==> config.mk <==
export PLATFORM = sky130hd
export DESIGN_NAME = sweep_pattern_gen_flat
export DESIGN_NICKNAME = d
export VERILOG_FILES = /design/src/rtl/sweep_pattern_gen_pkg.sv /design/src/rtl/sweep_pattern_gen_if.sv /design/src/rtl/sweep_pattern_gen_lfsr.sv /design/src/rtl/sweep_pattern_gen.sv /design/src/flat_wrapper.sv
export SDC_FILE = /design/constraint.sdc
export NUM_CORES = 1
export LEC_CHECK = 0
export ABC_AREA = 1
export ABC_CLOCK_PERIOD_IN_PS = 2200
export BUFFER_PORTS_ARGS = -buffer_cell sky130_fd_sc_hd__buf_2
export CAP_MARGIN = 20
export CORE_ASPECT_RATIO = 1.75
export CORE_MARGIN = 10
export CORE_UTILIZATION = 45
export CTS_CLUSTER_SIZE = 40
export DETAILED_ROUTE_END_ITERATION = 6
export PLACE_DENSITY_LB_ADDON = 0.12
export SLEW_MARGIN = 20
export SYNTH_ARGS = -nofsm -noshare
export SYNTH_HDL_FRONTEND = slang
export SYNTH_HIERARCHICAL = 1
export SYNTH_SLANG_ARGS = --single-unit
==> constraint.sdc <==
create_clock -name clk -period 2.2 [get_ports clk]
set_clock_uncertainty 0.05 [all_clocks]
set_input_delay 0.22 -clock clk [delete_from_list [all_inputs] [get_ports clk]]
set_output_delay 0.22 -clock clk [all_outputs]
set_load 0.05 [all_outputs]
==> src/rtl/sweep_pattern_gen_pkg.sv <==
// Shared types, mode encodings and maximal-length LFSR tap masks for the sweep generator.
package sweep_pkg;

  typedef enum logic [1:0] {
    IDLE = 2'd0,
    RUN  = 2'd1,
    DONE = 2'd2
  } sweep_state_e;

  localparam logic MODE_ORD  = 1'b0;
  localparam logic MODE_LFSR = 1'b1;

  // Right-shift Galois masks (bit k set = tap k+1); each gives period 2^w-1.
  function automatic logic [31:0] lfsr_taps(input int unsigned tot_w);
    logic [31:0] t;
    case (tot_w)
      2:       t = 32'h0000_0003;
      3:       t = 32'h0000_0006;
      4:       t = 32'h0000_000C;
      5:       t = 32'h0000_0014;
      6:       t = 32'h0000_0030;
      7:       t = 32'h0000_0060;
      8:       t = 32'h0000_00B8;
      9:       t = 32'h0000_0110;
      10:      t = 32'h0000_0240;
      11:      t = 32'h0000_0500;
      12:      t = 32'h0000_0829;
      13:      t = 32'h0000_100D;
      14:      t = 32'h0000_2015;
      15:      t = 32'h0000_6000;
      16:      t = 32'h0000_D008;
      17:      t = 32'h0001_2000;
      18:      t = 32'h0002_0400;
      19:      t = 32'h0004_0023;
      20:      t = 32'h0009_0000;
      21:      t = 32'h0014_0000;
      22:      t = 32'h0030_0000;
      23:      t = 32'h0042_0000;
      24:      t = 32'h00E1_0000;
      25:      t = 32'h0120_0000;
      26:      t = 32'h0200_0023;
      27:      t = 32'h0400_0013;
      28:      t = 32'h0900_0000;
      29:      t = 32'h1400_0000;
      30:      t = 32'h2000_0029;
      31:      t = 32'h4800_0000;
      32:      t = 32'h8020_0003;
      default: t = 32'h0000_0003;
    endcase
    return t;
  endfunction

endpackage

==> src/rtl/sweep_pattern_gen_if.sv <==
// Valid/ready pattern bus between the sweep generator and its consumer.
interface sweep_pattern_gen_if #(
  parameter int unsigned NUM_IN = 3,
  parameter int unsigned WIDTH  = 4
);
  localparam int unsigned TOT_W = NUM_IN * WIDTH;

  logic             pat_valid;
  logic             pat_ready;
  logic [TOT_W-1:0] pat_data;
  logic [TOT_W:0]   pat_idx;

  modport master (output pat_valid, output pat_data, output pat_idx, input  pat_ready);
  modport slave  (input  pat_valid, input  pat_data, input  pat_idx, output pat_ready);
endinterface

==> src/rtl/sweep_pattern_gen_lfsr.sv <==
// TOT_W-bit right-shift Galois LFSR; load takes priority over step.
module sweep_lfsr
  import sweep_pkg::*;
#(
  parameter int unsigned TOT_W = 12
) (
  input  logic             clk,
  input  logic             rst_n,
  input  logic             load,
  input  logic             step,
  input  logic [TOT_W-1:0] seed,
  output logic [TOT_W-1:0] q
);
  localparam logic [TOT_W-1:0] TAPS = TOT_W'(lfsr_taps(TOT_W));

  always_ff @(posedge clk or negedge rst_n) begin
    if (!rst_n) begin
      q <= '0;
    end else if (load) begin
      q <= seed;
    end else if (step) begin
      q <= (q >> 1) ^ (q[0] ? TAPS : '0);
    end
  end
endmodule

==> src/rtl/sweep_pattern_gen.sv <==
// Exhaustive operand sweep source: ordered odometer (last channel fastest) or LFSR order.
// Channel c sits at pat_data[c*WIDTH +: WIDTH]; in ordered mode the odometer word is channel-reversed onto the bus.
module sweep_pattern_gen
  import sweep_pkg::*;
#(
  parameter int unsigned NUM_IN = 3,
  parameter int unsigned WIDTH  = 4,
  parameter logic [31:0] SEED   = 32'd1
) (
  input  logic                       clk,
  input  logic                       rst_n,
  input  logic                       start,
  input  logic                       abort,
  input  logic                       mode,
  sweep_pattern_gen_if.master        pat,
  output logic                       busy,
  output logic                       done
);
  localparam int unsigned TOT_W = NUM_IN * WIDTH;
  localparam int unsigned IDX_W = TOT_W + 1;
  localparam logic [TOT_W-1:0] SEED_T   = TOT_W'(SEED);
  localparam logic [TOT_W-1:0] SEED_M   = (SEED_T == '0) ? TOT_W'(1) : SEED_T;
  localparam logic [IDX_W-1:0] LAST_IDX = {1'b0, {TOT_W{1'b1}}};

  sweep_state_e     state_q, state_d;
  logic [TOT_W-1:0] data_q, data_d;
  logic [IDX_W-1:0] idx_q, idx_d;
  logic             mode_q, mode_d;
  logic             valid_q, busy_q, done_q;
  logic             lfsr_load_c, lfsr_step_c;
  logic [TOT_W-1:0] lfsr_q;
  logic [TOT_W-1:0] ord_next_c;
  logic             accept_c;

  // Bus channel c <-> odometer digit NUM_IN-1-c; an involution.
  function automatic logic [TOT_W-1:0] chan_swap(input logic [TOT_W-1:0] v);
    logic [TOT_W-1:0] r;
    r = '0;
    for (int unsigned c = 0; c < NUM_IN; c++) begin
      r[c*WIDTH +: WIDTH] = v[(NUM_IN-1-c)*WIDTH +: WIDTH];
    end
    return r;
  endfunction

  sweep_lfsr #(.TOT_W(TOT_W)) u_lfsr (
    .clk   (clk),
    .rst_n (rst_n),
    .load  (lfsr_load_c),
    .step  (lfsr_step_c),
    .seed  (SEED_M),
    .q     (lfsr_q)
  );

  assign accept_c   = valid_q & pat.pat_ready;
  assign ord_next_c = chan_swap(chan_swap(data_q) + TOT_W'(1));

  // Next-state and datapath update
  always_comb begin
    state_d     = state_q;
    data_d      = data_q;
    idx_d       = idx_q;
    mode_d      = mode_q;
    lfsr_load_c = 1'b0;
    lfsr_step_c = 1'b0;
    case (state_q)
      IDLE, DONE: begin
        if (abort) begin
          state_d = IDLE;
        end else if (start) begin
          state_d     = RUN;
          data_d      = '0;
          idx_d       = '0;
          mode_d      = mode;
          lfsr_load_c = 1'b1;
        end
      end
      RUN: begin
        if (abort) begin
          state_d = IDLE;
        end else if (accept_c) begin
          idx_d = idx_q + IDX_W'(1);
          if (mode_q == MODE_LFSR) begin
            data_d      = lfsr_q;
            lfsr_step_c = 1'b1;
          end else begin
            data_d = ord_next_c;
          end
          if (idx_q == LAST_IDX) state_d = DONE;
        end
      end
      default: state_d = IDLE;
    endcase
  end

  always_ff @(posedge clk or negedge rst_n) begin
    if (!rst_n) begin
      state_q <= IDLE;
      data_q  <= '0;
      idx_q   <= '0;
      mode_q  <= MODE_ORD;
      valid_q <= 1'b0;
      busy_q  <= 1'b0;
      done_q  <= 1'b0;
    end else begin
      state_q <= state_d;
      data_q  <= data_d;
      idx_q   <= idx_d;
      mode_q  <= mode_d;
      valid_q <= (state_d == RUN);
      busy_q  <= (state_d == RUN);
      done_q  <= (state_d == DONE);
    end
  end

  assign pat.pat_valid = valid_q;
  assign pat.pat_data  = data_q;
  assign pat.pat_idx   = idx_q;
  assign busy          = busy_q;
  assign done          = done_q;
endmodule
==> src/flat_wrapper.sv <==
// flat-port wrapper written by rule: the top's interface ports become plain ports
module sweep_pattern_gen_flat import sweep_pkg::*;
#(
  parameter int unsigned NUM_IN = 3,
  parameter int unsigned WIDTH  = 4,
  parameter logic [31:0] SEED   = 32'd1
)
  (clk, rst_n, start, abort, mode, busy, done, pat_pat_valid, pat_pat_data, pat_pat_idx, pat_pat_ready);
  sweep_pattern_gen_if #(.NUM_IN(NUM_IN), .WIDTH(WIDTH)) pat_i ();
  input  logic clk;
  input  logic rst_n;
  input  logic start;
  input  logic abort;
  input  logic mode;
  output logic busy;
  output logic done;
  output wire logic [$bits(pat_i.pat_valid)-1:0] pat_pat_valid;
  output wire logic [$bits(pat_i.pat_data)-1:0] pat_pat_data;
  output wire logic [$bits(pat_i.pat_idx)-1:0] pat_pat_idx;
  input wire logic [$bits(pat_i.pat_ready)-1:0] pat_pat_ready;
  assign pat_pat_valid = pat_i.pat_valid;
  assign pat_pat_data = pat_i.pat_data;
  assign pat_pat_idx = pat_i.pat_idx;
  assign pat_i.pat_ready = pat_pat_ready;
  sweep_pattern_gen #(.NUM_IN(NUM_IN), .WIDTH(WIDTH), .SEED(SEED)) u_core (.clk(clk), .rst_n(rst_n), .start(start), .abort(abort), .mode(mode), .pat(pat_i), .busy(busy), .done(done));
endmodule
==> impl.org, run 1 <==
** Run status
- The flow ran to the end, and the final reports show no timing, DRC or antenna violations.

** Global route
- Number of antenna violations at the first check in global routing :: 0
- Met1 track demand over resource in global routing :: between 10 and 15%
- In this run the most used layer during global routing was met2.
- Largest net degree at the start of global routing :: 43
- The first global-routing pass estimated approximately 11 mm of wire.
- Overall global routing resource usage :: 14.12%
- Vias in the first global route :: ~2300
- Total global routing overflow :: 0
- Global routing consumed, on the met3 layer, under 10% of the routing resources.
- For met2 alone, demand over resource in global routing was 27.46%.

** Clock network
- The root buffer cell chosen for the clock tree is clkbuf_8.
- Number of buffers added by the clock tree synthesis step :: 5
- Number of buffers between clock root and the deepest sink :: 2
- CTS tree :: yes
- Clock-pin slew was measured on the worst setup and hold paths at 0.09 ns.
- The clock net in this run drives a total of between 40 and 50 sinks.
- The H-tree was split into 2 levels.
- Skew-Pair Late Insertion Delay :: 0.30 ns

** Worst hold path
- The worst hold path terminates at u_core/mode_q$_DFFE_PN0P_.
- Along the worst hold path, the cell count comes to 3.
- The tightest min-delay check is of the input pin to flop type.
- In this run the most critical hold path is launched from mode.

** Worst setup path
- At the worst endpoint, the arrival time is 2.08 ns.
- Reg2reg path depth :: 9
- In this run the worst path has a maximum fanout of 17.
- Setup slack on the worst reg-to-reg path comes out at 0.31 ns.
- For the worst setup path, the data required time is about 2.4 ns.
- Slowest-stage cell, CP :: nor2_2
- Critical Path End Type :: flop
- In this design, the critical path's most frequently occurring cell is nand2_1.
- The critical path in this run is classified as flop to flop.
- The worst register-to-register path ends at u_core/u_lfsr/q[4]$_DFFE_PN0P_.
- Kind of start point of the critical path :: flop
- Worst flop-to-flop path startpoint :: u_core/busy$_DFF_PN0_
- CP cell instances :: nand2_1 > nand2_1 > inv_2 > nor2_8 > nand2_1 > inv_2 > nor2_2 > nand2_1 > nand3_1
- Crit path largest cell delay :: between 0.4 and 0.5 ns

** Floorplan
- Initial core utilization :: between 40 and 50%
- The die is approximately 77 um wide.
- Die outline height :: approximately 120 um
- Total Die Area :: between 9000 and 10000 um2
- The floorplan has 36 rows.
- Ports placed on the boundary :: 34
- The core region is about 5500 um2.

** Power
- VDD sags by at most 0.6248 mV.
- The analysis attributes to cell leakage a power of approximately 0.0015 uW.
- For this design the ratio of total power to cell area is between 1000 and 1500 nW/um2.

** Timing
- The number of pins exceeding their max-slew limit in the final report came to 0.
- Setup repair after global routing left no endpoint under its margin.
- For this run, the top clock speed supported by timing is 528.4 MHz.
- Setup violators final :: 0
- Period minus WS final :: around 1.9 ns
- Max-Slew Margin vs Limit :: ~62%
- Adding up every negative setup slack in the final design gives 0 ns.
- After layout, the worst path uses 86.03% of the clock period.
- For the pin with the worst max-slew slack, the measured transition is between 0.5 and 0.6 ns.
- Final Hold Violating Endpoints :: 0

** Synth
- The synthesized design contains 42 register bits.
- The mapped netlist covers ~2500 um2.
- Asr flop ratio synth :: 100.0%
- Fraction of the yosys area taken by sequential cells :: around two fifths
- For this run, the number of Yosys warnings is 6.
- Number of distinct library cells after synthesis :: 31
- Gate count after technology mapping :: about 360
- After synthesis, the mean cell area works out to roughly 7.1 um2.
- Number of enable-type register cells in the synthesized netlist :: 0
- The most used flip-flop cell after synthesis is dfrtp_1.

** Final layout
- Area growth, synth to finish :: 15.32%
- # diodes :: 0
- Post-layout utilization of the core :: approximately 53%
- Final net count :: 409
- After filler insertion, the fill cell instance count of the layout stands at between 500 and 600.
- Cells with a size suffix above 1 make up 17.16% of the layout.

** Place
- Routability-driven placement finished with a final weighted congestion of approximately 0.83.
- Buffers placed on the I/O ports in this run total 33.
- Detailed placement finished with a half-perimeter wire length of ~4.7 mm.

** Routing
- After the first detailed-routing iteration, the DRC count stood at 120.
- WL/cell :: ~13 um
- The detailed router placed 2344 vias in this run.
- ANT nets after route :: 0
- The pre-antenna-repair detailed-routing pass consisted of 4 iterations.
- In the routed layout, each cell is associated on average with a via count of a little under 5.
- The routed design has approximately 6.4 mm of wire.
- Remaining design rule violation count :: 0

** Flow run
- Across the run, the number of max-cap violations was 0.
-- area by class of cell --
type                            instances  area, um2  area share [%]
Clock buffer                            6      72.57           2.502
Clock inverter                          2      37.54           1.294
Inverter                               37      138.9           4.789
Multi-Input combinational cell        276       1292           44.56
Sequential cell                        42       1051           36.24
Tap cell                               76      95.09           3.279
Timing Repair Buffer                   39      212.7           7.334
-- per-stage QoR --
| stage | cells | hold WS (ns) | instance area (um2) | setup WS [ns] | power, uW |
|---|---|---|---|---|---|
| after floorplan | 366 | -0.1256 | 2552 | 0.3803 | 2524 |
| after global placement | 469 | 0.2797 | 2775 | 0.3177 | 2893 |
| after detailed placement | 469 | 0.2834 | 2775 | 0.2621 | 2921 |
| after CTS | 478 | 0.07964 | 2895 | 0.2282 | 3552 |
| after global routing | 478 | 0.1249 | 2900 | 0.1199 | 3777 |
| final | 478 | 0.07977 | 2900 | 0.3073 | 3522 |
-- placed cells by master, fill, tap and decap left out, drive strengths merged --
cell and n:
a21oi 6, buf 38, bufinv 1, clkbuf 6, clkinvlp 1, conb 12, dfrtp 42, dlygate4sd3 1
ha 2, inv 37, mux2i 2, nand2 139, nand3 35, nand3b 2, nand4 18, nor2 37
nor3 2, nor3b 1, o211ai 1, o21ai 14, o22ai 1, or2 2, xnor2 1, xor2 1
-- metal layers --
layer / vias to the layer above / part of all wire [%]
met5: - / 0
met1: 1092 / 40
met4: 0 / 1.4
li1: 1207 / -
met3: 7 / 3.2
met2: 38 / 55
-- where the power goes --
| part | internal [uW] | switching [uW] | total [uW] |
|---|---|---|---|
| Combinational | 441 | 1130 | 1570 |
| Sequential | 1010 | 315 | 1330 |
| Clock | 339 | 286 | 625 |
-- kinds of logic after synthesis --
| logic type | count (synthesis) | share of synthesized area, % |
|---|---|---|
| AOI/OAI and AO/OA | 22 | 4.677 |
| xor gates and xnor gates | 2 | 0.6966 |
| adders and majority gates | 2 | 0.9949 |
| buffers and inverters | 48 | 8.508 |
| DFF | 42 | 41.79 |
| muxes | 2 | 0.7961 |
| other | 2 | 0.2986 |
| and+or+nand+nor | 236 | 42.24 |
-- timing repair --
| item | 4_1_cts | 5_1_grt |
|---|---|---|
| hold buffers | 1 | 0 |
| endpoints found under the hold margin | 42 | 0 |
| setup endpoints to repair | 0 | 1 |
| buffers inserted | 0 | 0 |
| gates resized for setup | 0 | 1 |
-- worst max path at each step --
stage / start / to / slack, ns / cells after the start
after CTS: u_core/state_q[0]$_DFF_PN0_ / u_core/u_lfsr/q[3]$_DFFE_PN0P_ / 0.23 / 10
after floorplan: u_core/busy$_DFF_PN0_ / u_core/u_lfsr/q[5]$_DFFE_PN0P_ / 0.38 / 10
after detailed placement: u_core/state_q[0]$_DFF_PN0_ / u_core/u_lfsr/q[3]$_DFFE_PN0P_ / 0.26 / 10
after global routing: u_core/busy$_DFF_PN0_ / u_core/u_lfsr/q[11]$_DFFE_PN0P_ / 0.12 / 9
final: u_core/busy$_DFF_PN0_ / u_core/u_lfsr/q[4]$_DFFE_PN0P_ / 0.31 / 9
after global placement: u_core/busy$_DFF_PN0_ / u_core/u_lfsr/q[3]$_DFFE_PN0P_ / 0.32 / 9
-- worst max-delay path, delay by kind of cell, from the launching register on --
kind | cells | cell delay [ns]
and+or+nand+nor | 7 | 1.11
DFF | 1 | 0.39
buffers and inverters | 2 | 0.28
-- cells in the mapped netlist (3+ instances only) --
cell     instances  area share, %
a21oi_1          5           0.99
o21ai_1          7            1.4
buf_4            4            1.2
buf_2            3           0.60
nand3_1         34            6.8
o21ai_0          7            1.4
nor2_2          12            3.0
nor2_1          24            3.6
dfrtp_1         42             42
inv_2            5           0.75
nand2_1        137             20
inv_1           32            4.8
nand4_1         18            4.5
-- state kept, by name, indices dropped and copies added (netlist names) --
name / count
u_core/state_q: 2
u_core/pat.pat_idx: 13
u_core/mode_q: 1
u_core/busy: 1
u_core/pat.pat_data: 12
u_core/done: 1
u_core/u_lfsr/q: 12
Note: power is estimated with default switching activity, not from simulation.
==> run 2, diff against run 1 <==
--- a/config.mk
+++ b/config.mk
@@ -18,5 +18,4 @@
 export SLEW_MARGIN = 20
 export SYNTH_ARGS = -nofsm -noshare
 export SYNTH_HDL_FRONTEND = slang
-export SYNTH_HIERARCHICAL = 1
 export SYNTH_SLANG_ARGS = --single-unit
==> run 2 against run 1 <==
Against the previous run:
- utilization grew 0.36 points
- clock-buffer cell count increased by 1
- routed wire length shrank 4.7%
- worst setup slack better by 0.29 ns
- highest routed layer unchanged
==> impl.org, run 2 <==
** Clock network
- CTS tree :: yes
- The number of buffers added to fix hold violations after cts came to 1 (unchanged).
- Sink Count :: 42 (unchanged)
- The worst-case clock buffer depth came to 2 (unchanged).
- H-tree lvl count :: 2 (unchanged)
- The clock-pin slew on the worst setup and hold paths was 0.08 ns (about the same).
- CTS placed an instance of clkbuf_8 at the clock tree root.
- Number of buffers added by the clock tree synthesis step :: 5 (unchanged)
- CTS-repair resized insts :: 0 (unchanged)
- Number of setup buffers added after CTS :: 0 (unchanged)
- The source-to-sink clock delay at the later pin of the worst-skew pair was 0.29 ns (about the same).

** Power
- Maximum resistive drop on vdd :: 0.4449 mV (-29%)
- The power density over the cells came to 745.0 nW/um2 (-39%).
- Leak :: 0.001356 uW (-9.8%)

** Worst setup path
- The internal reg-to-reg setup slack came to 0.60 ns (+0.29 ns).
- Worst flop-to-flop path startpoint :: u_core.pat.pat_idx[0]$_DFFE_PN0P_
- In this run the worst setup path terminates at u_core.pat.pat_idx[4]$_DFFE_PN0P_.
- Path type of the worst setup path :: flop to flop
- The worst setup path is launched from a flop.
- The critical path depth is 6 (-3).
- The worst register-to-register path ends at u_core.pat.pat_idx[4]$_DFFE_PN0P_.
- Slowest-stage cell, CP :: dfrtp_1
- Cell class contributing the biggest share of worst-path delay :: simple AND/OR/NAND/NOR gates
- Buffering stage count on the worst path with inverters included :: 0 (-2)
- The data required time at the worst endpoint was 2.37 ns (-0.02 ns).
- Reg2reg path depth :: 6 (-3)
- CP arrival :: 1.77 ns (-0.31 ns)
- CP cell instances :: ha_1 > nand2_1 > nor2_1 > or2_2 > nand3_1 > o21ai_1
- Crit path largest cell delay :: 0.45 ns (-0.02 ns)
- Critical path startpoint :: u_core.pat.pat_idx[0]$_DFFE_PN0P_
- The maximum fanout along the worst path is 7 (-10).
- The worst setup path is captured at a flop.

** Global route
- Overall global routing resource usage :: 15.27% (+1.1 points)
- Total global routing overflow :: 0 (unchanged)
- Largest net degree at the start of global routing :: 23 (-47%)
- The via count of the first global-routing pass was 2199 (-4.2%).
- Number of antenna violations at the first check in global routing :: 0 (unchanged)
- The wire length of the first global-routing pass came to 10.43 mm (-3.3%).

** Floorplan
- The floorplan die area is 8651 um2 (-4.9%).
- Die width :: 74.73 um (-2.3%)
- The die height is 115.8 um (-2.6%).
- Core box area :: 5020 um2 (-8.7%)
- Standard-cell rows :: 34 (-5.6%)
- Initial core utilization :: 46.98% (+1.2 points)
- The number of top-level design ports is 34 (unchanged).

** Synth
- Flip-flop and latch count after synthesis :: 42 (unchanged)
- Post-synthesis average cell area :: 7.213 um2 (+2.1%)
- Leading cell type by number of instances after synthesis :: nand2_1
- The summed instance area of the synthesized netlist is 2359 um2 (-6.2%).
- The synthesized netlist cell count came to 327 (-8.1%).
- Number of distinct library cells after synthesis :: 27 (-13%)
- In the post-synthesis netlist, the biggest area contributors are dfrtp_1 (45%), nand2_1 (18%), nor2_1 (6.2%).
- Summed over all instances, the cell type with the most area after synthesis is dfrtp_1.
- Asr flop ratio synth :: 100.0% (unchanged)
- Counting every net in the synthesized netlist gives 335.
- The post-synthesis sequential area ratio came to 44.56% (+2.8 points).
- Most numerous cell types in the synthesized netlist :: nand2_1 (111), dfrtp_1 (42), nor2_1 (39), nand3_1 (28), inv_1 (26)
- The count of synthesis-stage warnings from yosys was 0 (-6).
- The top cell type's share of synthesized area is 44.56% (+2.8 points).
- For this run, the leading register cell type out of synthesis is dfrtp_1.
- Number of enable-type register cells in the synthesized netlist :: 0 (unchanged)

** Timing
- The shortest period the worst path allows came to 1.601 ns (-0.2918 ns).
- The setup-violating endpoint count in the final report came to 0 (unchanged).
- Final Hold Violating Endpoints :: 0 (unchanged)
- The accumulated negative setup slack came to 0 ns (unchanged).
- Fraction of the cycle the final worst path needs :: 72.77% (-13 points)
- The number of pins exceeding their max-slew limit in the final report came to 0 (unchanged).
- The maximum achievable frequency was 624.7 MHz (+18%).
- Unrepaired setup endpoints after global routing :: false
- The slew at the pin closest to its max-slew limit came to 0.5840 ns (+0.01758 ns).
- Max-Slew Margin vs Limit :: 60.96% (-1.3 points)

** Routing
- The number of vias per cell after detailed routing came to 5.332 (+8.7%).
- The DRC violations left came to 0 (unchanged).
- The first-pass iteration count of the detailed router was 4 (unchanged).
- The antenna violation net count after detailed routing is 0 (unchanged).
- The average routed wire per standard cell is 14.51 um (+8.7%).
- The via count came to 2234 (-4.7%).
- Detailed router's first-iteration violation count :: 103 (-14%)
- The post-detailed-routing wire length came to 6.081 mm (-4.7%).

** Final layout
- The area occupied by multi-input gates came to 1136 um2 (-12%).
- Relative to the synthesized area, the layout overhead comes to 13.10%.
- The number of flip-flops under the largest register name came to 13 (unchanged).
- The library cell used most frequently in the layout, excluding fill and tap cells, is nand2_1.
- Commonest cells after routing, fill and taps aside :: nand2_1 (111), dfrtp_1 (42), nor2_1 (39)
- Layout cell share with drive strength beyond 1 :: 15.34% (-1.8 points)
- The final cell count without fillers was 419 (-12%).
- Filler cells :: 495 (-14%)
- The final net count came to 373 (-8.8%).
- # diodes :: 0 (unchanged)
- The storage element area came to 1051 um2 (unchanged).

** Place
- Inst Count DP :: 411 (-12%)
- Placer's final routability congestion estimate :: 0.8425 (+0.97%)
- Detail Placement HPWL :: 4.636 mm (-1.3%)
- The number of port buffers was 33 (unchanged).

** Run status
- The flow ran to the end, and the final reports show no timing, DRC or antenna violations.

** Worst hold path
- The min-delay analysis places its worst path in the category input pin to flop.

** Flow run
- Max-cap violation count :: 0 (unchanged)
## run 2: cell types whose count changed after synthesis, moves of 6 or more
cell     previous run  this run
nand2_1           137       111
inv_1              32        26
nor2_2             12         1
nand3_1            34        28
o21ai_0             7        22
nor2_1             24        39
## run 2: layout make-up
class,instances,area share [%]
multi-input cells,246,42.59
inverters,29,4.081
flip-flops and latches,42,39.40
repair buffers,41,8.537
well taps,54,2.533
clock buffers,7,2.861
## run 2: logic make-up (layout without fill, tap and decap cells)
| logic type | count (synthesis) | count (layout) | share of synthesized area [%] |
|---|---|---|---|
| AOI/OAI and AO/OA | 31 | 31 | 6.844 |
| buffers and inverters | 39 | 77 | 7.268 |
| adders and majority gates | 2 | 2 | 1.061 |
| DFF | 42 | 42 | 44.56 |
| and+or+nand+nor | 209 | 209 | 38.78 |
| xor gates and xnor gates | 4 | 4 | 1.486 |
## run 2: how the worst min path moves through the flow
stage / depth (start not counted) / start / slack [ns] / endpoint
floorplan: 0 / rst_n / -0.13 / u_core.done$_DFF_PN0_
global placement: 1 / rst_n / 0.15 / u_core.pat.pat_idx[4]$_DFFE_PN0P_
detailed placement: 1 / rst_n / 0.16 / u_core.pat.pat_idx[4]$_DFFE_PN0P_
CTS: 3 / mode / 0.11 / u_core.mode_q$_DFFE_PN0P_
global route: 3 / mode / 0.12 / u_core.mode_q$_DFFE_PN0P_
finish: 3 / mode / 0.11 / u_core.mode_q$_DFFE_PN0P_
## run 2: power by group
part           internal [uW]  total, uW  switching (uW)  leakage (uW)
combinational            148        586             437      0.000748
sequential               838        932            93.9      0.000570
clock                    219        469             251     0.0000383
## run 2: worst reg2reg max path, delay by kind of cell (launching register included)
family                     cells  cell delay [ns]
DFF                            1             0.45
adders and majority gates      1             0.32
and+or+nand+nor                4             0.60
AOI/OAI and AO/OA              1             0.12
## run 2: per-layer routing
layer / share of wire (%) / global-route usage (%) / vias up
met5: 0 / 0 / -
met4: 1.5 / 5.584 / 0
met3: 5.2 / 3.339 / 9
met2: 55 / 28.52 / 48
met1: 39 / 15.89 / 1046
li1: - / - / 1131
## run 2: per-stage QoR
| stage | setup WS, ns | total power [uW] | utilization, % | hold WS, ns | instance area (um2) |
|---|---|---|---|---|---|
| after global placement | 0.6487 | 1527 | 51.42 | 0.1548 | 2581 |
| final | 0.5991 | 1987 | 53.14 | 0.1103 | 2668 |
| after floorplan | 0.4131 | 1363 | - | -0.1256 | 2359 |
| after global routing | 0.4206 | 2106 | 53.14 | 0.1237 | 2668 |
| after CTS | 0.5963 | 2002 | 53.14 | 0.1144 | 2668 |
| after detailed placement | 0.6132 | 1533 | 51.42 | 0.1600 | 2581 |
==> run 3, diff against run 2 <==
--- a/config.mk
+++ b/config.mk
@@ -6,7 +6,7 @@
 export NUM_CORES = 1
 export LEC_CHECK = 0
 export ABC_AREA = 1
-export ABC_CLOCK_PERIOD_IN_PS = 2200
+export ABC_CLOCK_PERIOD_IN_PS = 1420
 export BUFFER_PORTS_ARGS = -buffer_cell sky130_fd_sc_hd__buf_2
 export CAP_MARGIN = 20
 export CORE_ASPECT_RATIO = 1.75
==> constraint.sdc (replaced) <==
create_clock -name clk -period 1.42 [get_ports clk]
set_clock_uncertainty 0.05 [all_clocks]
set_input_delay 0.142 -clock clk [delete_from_list [all_inputs] [get_ports clk]]
set_output_delay 0.142 -clock clk [all_outputs]
set_load 0.05 [all_outputs]
==> run 3 against run 2 <==
Against the previous run:
- worst setup slack worse by 0.50 ns
- critical path type unchanged
- cell count is 3.3% higher
- sequential share of layout area is 2.9 points lower
- clock-buffer cell count is 2 lower
- critical endpoint is now u_core.pat.pat_idx[2]$_DFFE_PN0P_
==> impl.org, run 3 (synthesis gave the netlist of run 2 again) <==
** Run status
- The flow ran to the end, and the final reports show no timing, DRC or antenna violations.

** Timing
- The shortest period the worst path allows is 1.323 ns (-0.2781 ns).
- The slew at the pin closest to its max-slew limit was 0.3266 ns (-0.2574 ns).
- Fraction of the cycle the final worst path needs :: 93.15% (+20 points)
- Max-Slew Margin vs Limit :: 78.14% (+17 points)
- The maximum achievable frequency was 756.0 MHz (+21%).
- The setup-violating endpoint count in the final report is 0 (unchanged).
- Total negative slack for setup checks :: 0 ns (unchanged)
- Max-slew violations :: 0 (unchanged)
- The final worst slack came to 0.09724 ns (-0.5019 ns).
- Final Hold Violating Endpoints :: 0 (unchanged)
- Setup repair after global routing could not meet its margin everywhere.

** Final layout
- In the layout the commonest cells are nand2_1 (108), nor2_1 (37), buf_2 (33).
- Number of flip-flops under the largest register name :: 13 (unchanged)
- Layout cell share with drive strength beyond 1 :: 24.01% (+8.7 points)
- Area growth, synth to finish :: 23.77%
- Sequential Area :: 1066 um2 (+1.4%)
- The number of fill cells was 508 (+2.6%).
- The final net count came to 386 (+3.5%).
- # diodes :: 0 (unchanged)
- Multi-input logic area :: 1194 um2 (+5.1%)
- The library cell used most frequently in the layout, excluding fill and tap cells, is nand2_1.

** Worst setup path
- Maximum fanout along the worst path :: 10 (+3)
- CP cell instances :: inv_2 > nor2_1 > buf_4 > a21oi_1 > a21oi_1
- Among all stages on the critical path, the largest delay is contributed by dfrtp_1.
- Path type of the worst setup path :: flop to flop
- Crit path largest cell delay :: 0.41 ns (-0.04 ns)
- Register-to-Register Setup Slack :: 0.1 ns (-0.50 ns)
- STA classifies the critical path endpoint as a flop.
- CP arrival :: 1.50 ns (-0.27 ns)
- Cell class contributing the biggest share of worst-path delay :: flip-flops
- The data required time at the worst endpoint was 1.59 ns (-0.78 ns).
- Kind of start point of the critical path :: flop
- Top cell by count, worst path :: a21oi_1
- Buffering stage count on the worst path with inverters included :: 2 (+2)

** Routing
- First-pass detailed-route iteration total :: 4 (unchanged)
- Remaining design rule violation count :: 0 (unchanged)
- The detailed router's first-iteration violation count was 100 (-2.9%).
- ANT nets after route :: 0 (unchanged)
- DR vias/cell :: 5.316 (-0.29%)
- The average routed wire per standard cell was 14.38 um (-0.91%).
- Via Count :: 2302 (+3.0%)
- The post-detailed-routing wire length came to 6.227 mm (+2.4%).

** Power
- The worst vdd rail ir drop was 0.7272 mV (+63%).
- The leakage power came to 0.001456 uW (+7.4%).
- Power density normalized to cell area :: 1170 nW/um2 (+57%)

** Floorplan
- The floorplan die area was 8651 um2 (unchanged).
- Die width :: 74.73 um (unchanged)
- Ports placed on the boundary :: 34 (unchanged)
- Die outline height :: 115.8 um (unchanged)
- Initial core utilization :: 46.98% (unchanged)
- The total core area was 5020 um2 (unchanged).
- Standard-cell rows :: 34 (unchanged)

** Place
- The estimated wirelength of the detail-placed design was 4.775 mm (+3.0%).
- # port buffers :: 33 (unchanged)
- The setup slack after placement is 0.01006 ns (-0.6032 ns).
- The routability-driven placement congestion ratio was 0.8156 (-3.2%).

** Global route
- Largest net degree at the start of global routing :: 43 (+87%)
- The total grt overflow is 0 (unchanged).
- Overall global routing resource usage :: 15.69% (+0.42 points)
- The initial antenna violation count is 0 (unchanged).
- Global-route wire length before repair :: 10.61 mm (+1.7%)
- The via count of the first global-routing pass is 2276 (+3.5%).

** Clock network
- H-tree lvl count :: 2 (unchanged)
- CTS tree :: yes
- The source-to-sink clock delay at the later pin of the worst-skew pair came to 0.30 ns (about the same).
- Sink Count :: 42 (unchanged)
- The total clock buffers created by CTS came to 5 (unchanged).
- Worst-path clk slew :: 0.08 ns (about the same)
- The worst-case clock buffer depth was 2 (unchanged).
- The cell sitting at the root of the clock tree is a clkbuf_8.

** Flow run
- Max-cap violation count :: 0 (unchanged)

** Worst hold path
- The worst hold path belongs to the class input pin to flop.
[run 3: changes by cell type in the layout (fill, tap and decap cells not counted), sizes merged]
cell	previous run	this run
bufinv	0	1
clkbuf	7	5
clkinv	0	2
dlygate4sd3	1	2
buf	40	52
[run 3: layout make-up]
type	instances	area share [%]
clock buffer	5	2.357
clock inverter	3	1.372
inverter	29	3.901
multi-input combinational	246	40.89
sequential	42	36.52
tap	54	2.315
timing repair buffer	54	12.64
[run 3: per-layer routing]
| metal | track usage, % | share of wire (%) | up-vias |
|---|---|---|---|
| li1 | - | - | 1159 |
| met2 | 28.46 | 54 | 56 |
| met5 | 0 | 0 | - |
| met4 | 8.883 | 3.0 | 0 |
| met3 | 3.510 | 4.9 | 17 |
| met1 | 15.75 | 38 | 1070 |
[run 3: worst register-to-register path, stage by stage (launching register included)]
cell and delay (ns):
dfrtp_1 0.41, inv_2 0.08, nor2_1 0.27, buf_4 0.25
a21oi_1 0.08, a21oi_1 0.11
[run 3: power breakdown]
part	switching [uW]	internal, uW	total (uW)
Sequential	165	1310	1480
Combinational	696	301	997
Clock	424	518	941
[run 3: worst paths after layout]
kind / to / depth (start not counted) / startpoint
min: u_core.pat.pat_valid$_DFF_PN0_ / 4 / abort
max in group asynchronous: u_core.pat.pat_data[5]$_DFFE_PN0P_ / 3 / rst_n
max: u_core.pat.pat_idx[2]$_DFFE_PN0P_ / 5 / u_core.state_q[0]$_DFF_PN0_
max reg2reg: u_core.pat.pat_idx[2]$_DFFE_PN0P_ / 5 / u_core.state_q[0]$_DFF_PN0_
min in group asynchronous: u_core.done$_DFF_PN0_ / 3 / rst_n
min reg2reg: u_core.u_lfsr.q[6]$_DFFE_PN0P_ / 2 / u_core.u_lfsr.q[6]$_DFFE_PN0P_
[run 3: through the flow]
step,hold WS [ns],cell area (um2),cells,utilization (%),power (uW)
2_1_floorplan,-0.2036,2419,327,-,2163
3_3_place_gp,0.08870,2754,421,54.86,2478
6_report,0.09627,2919,433,58.15,3415
5_1_grt,0.1318,2919,433,58.15,3610
4_1_cts,0.09329,2887,431,57.50,3434
3_5_place_dp,0.08577,2754,421,54.86,2487
[run 3: repair_timing]
action                                 in CTS  in global routing
hold buffers                                2                  0
pin swaps                                   0                  1
setup buffers                               0                  2
setup endpoints to repair                   1                 27
resized for setup                           1                  7
endpoints found under the hold margin      43                  0
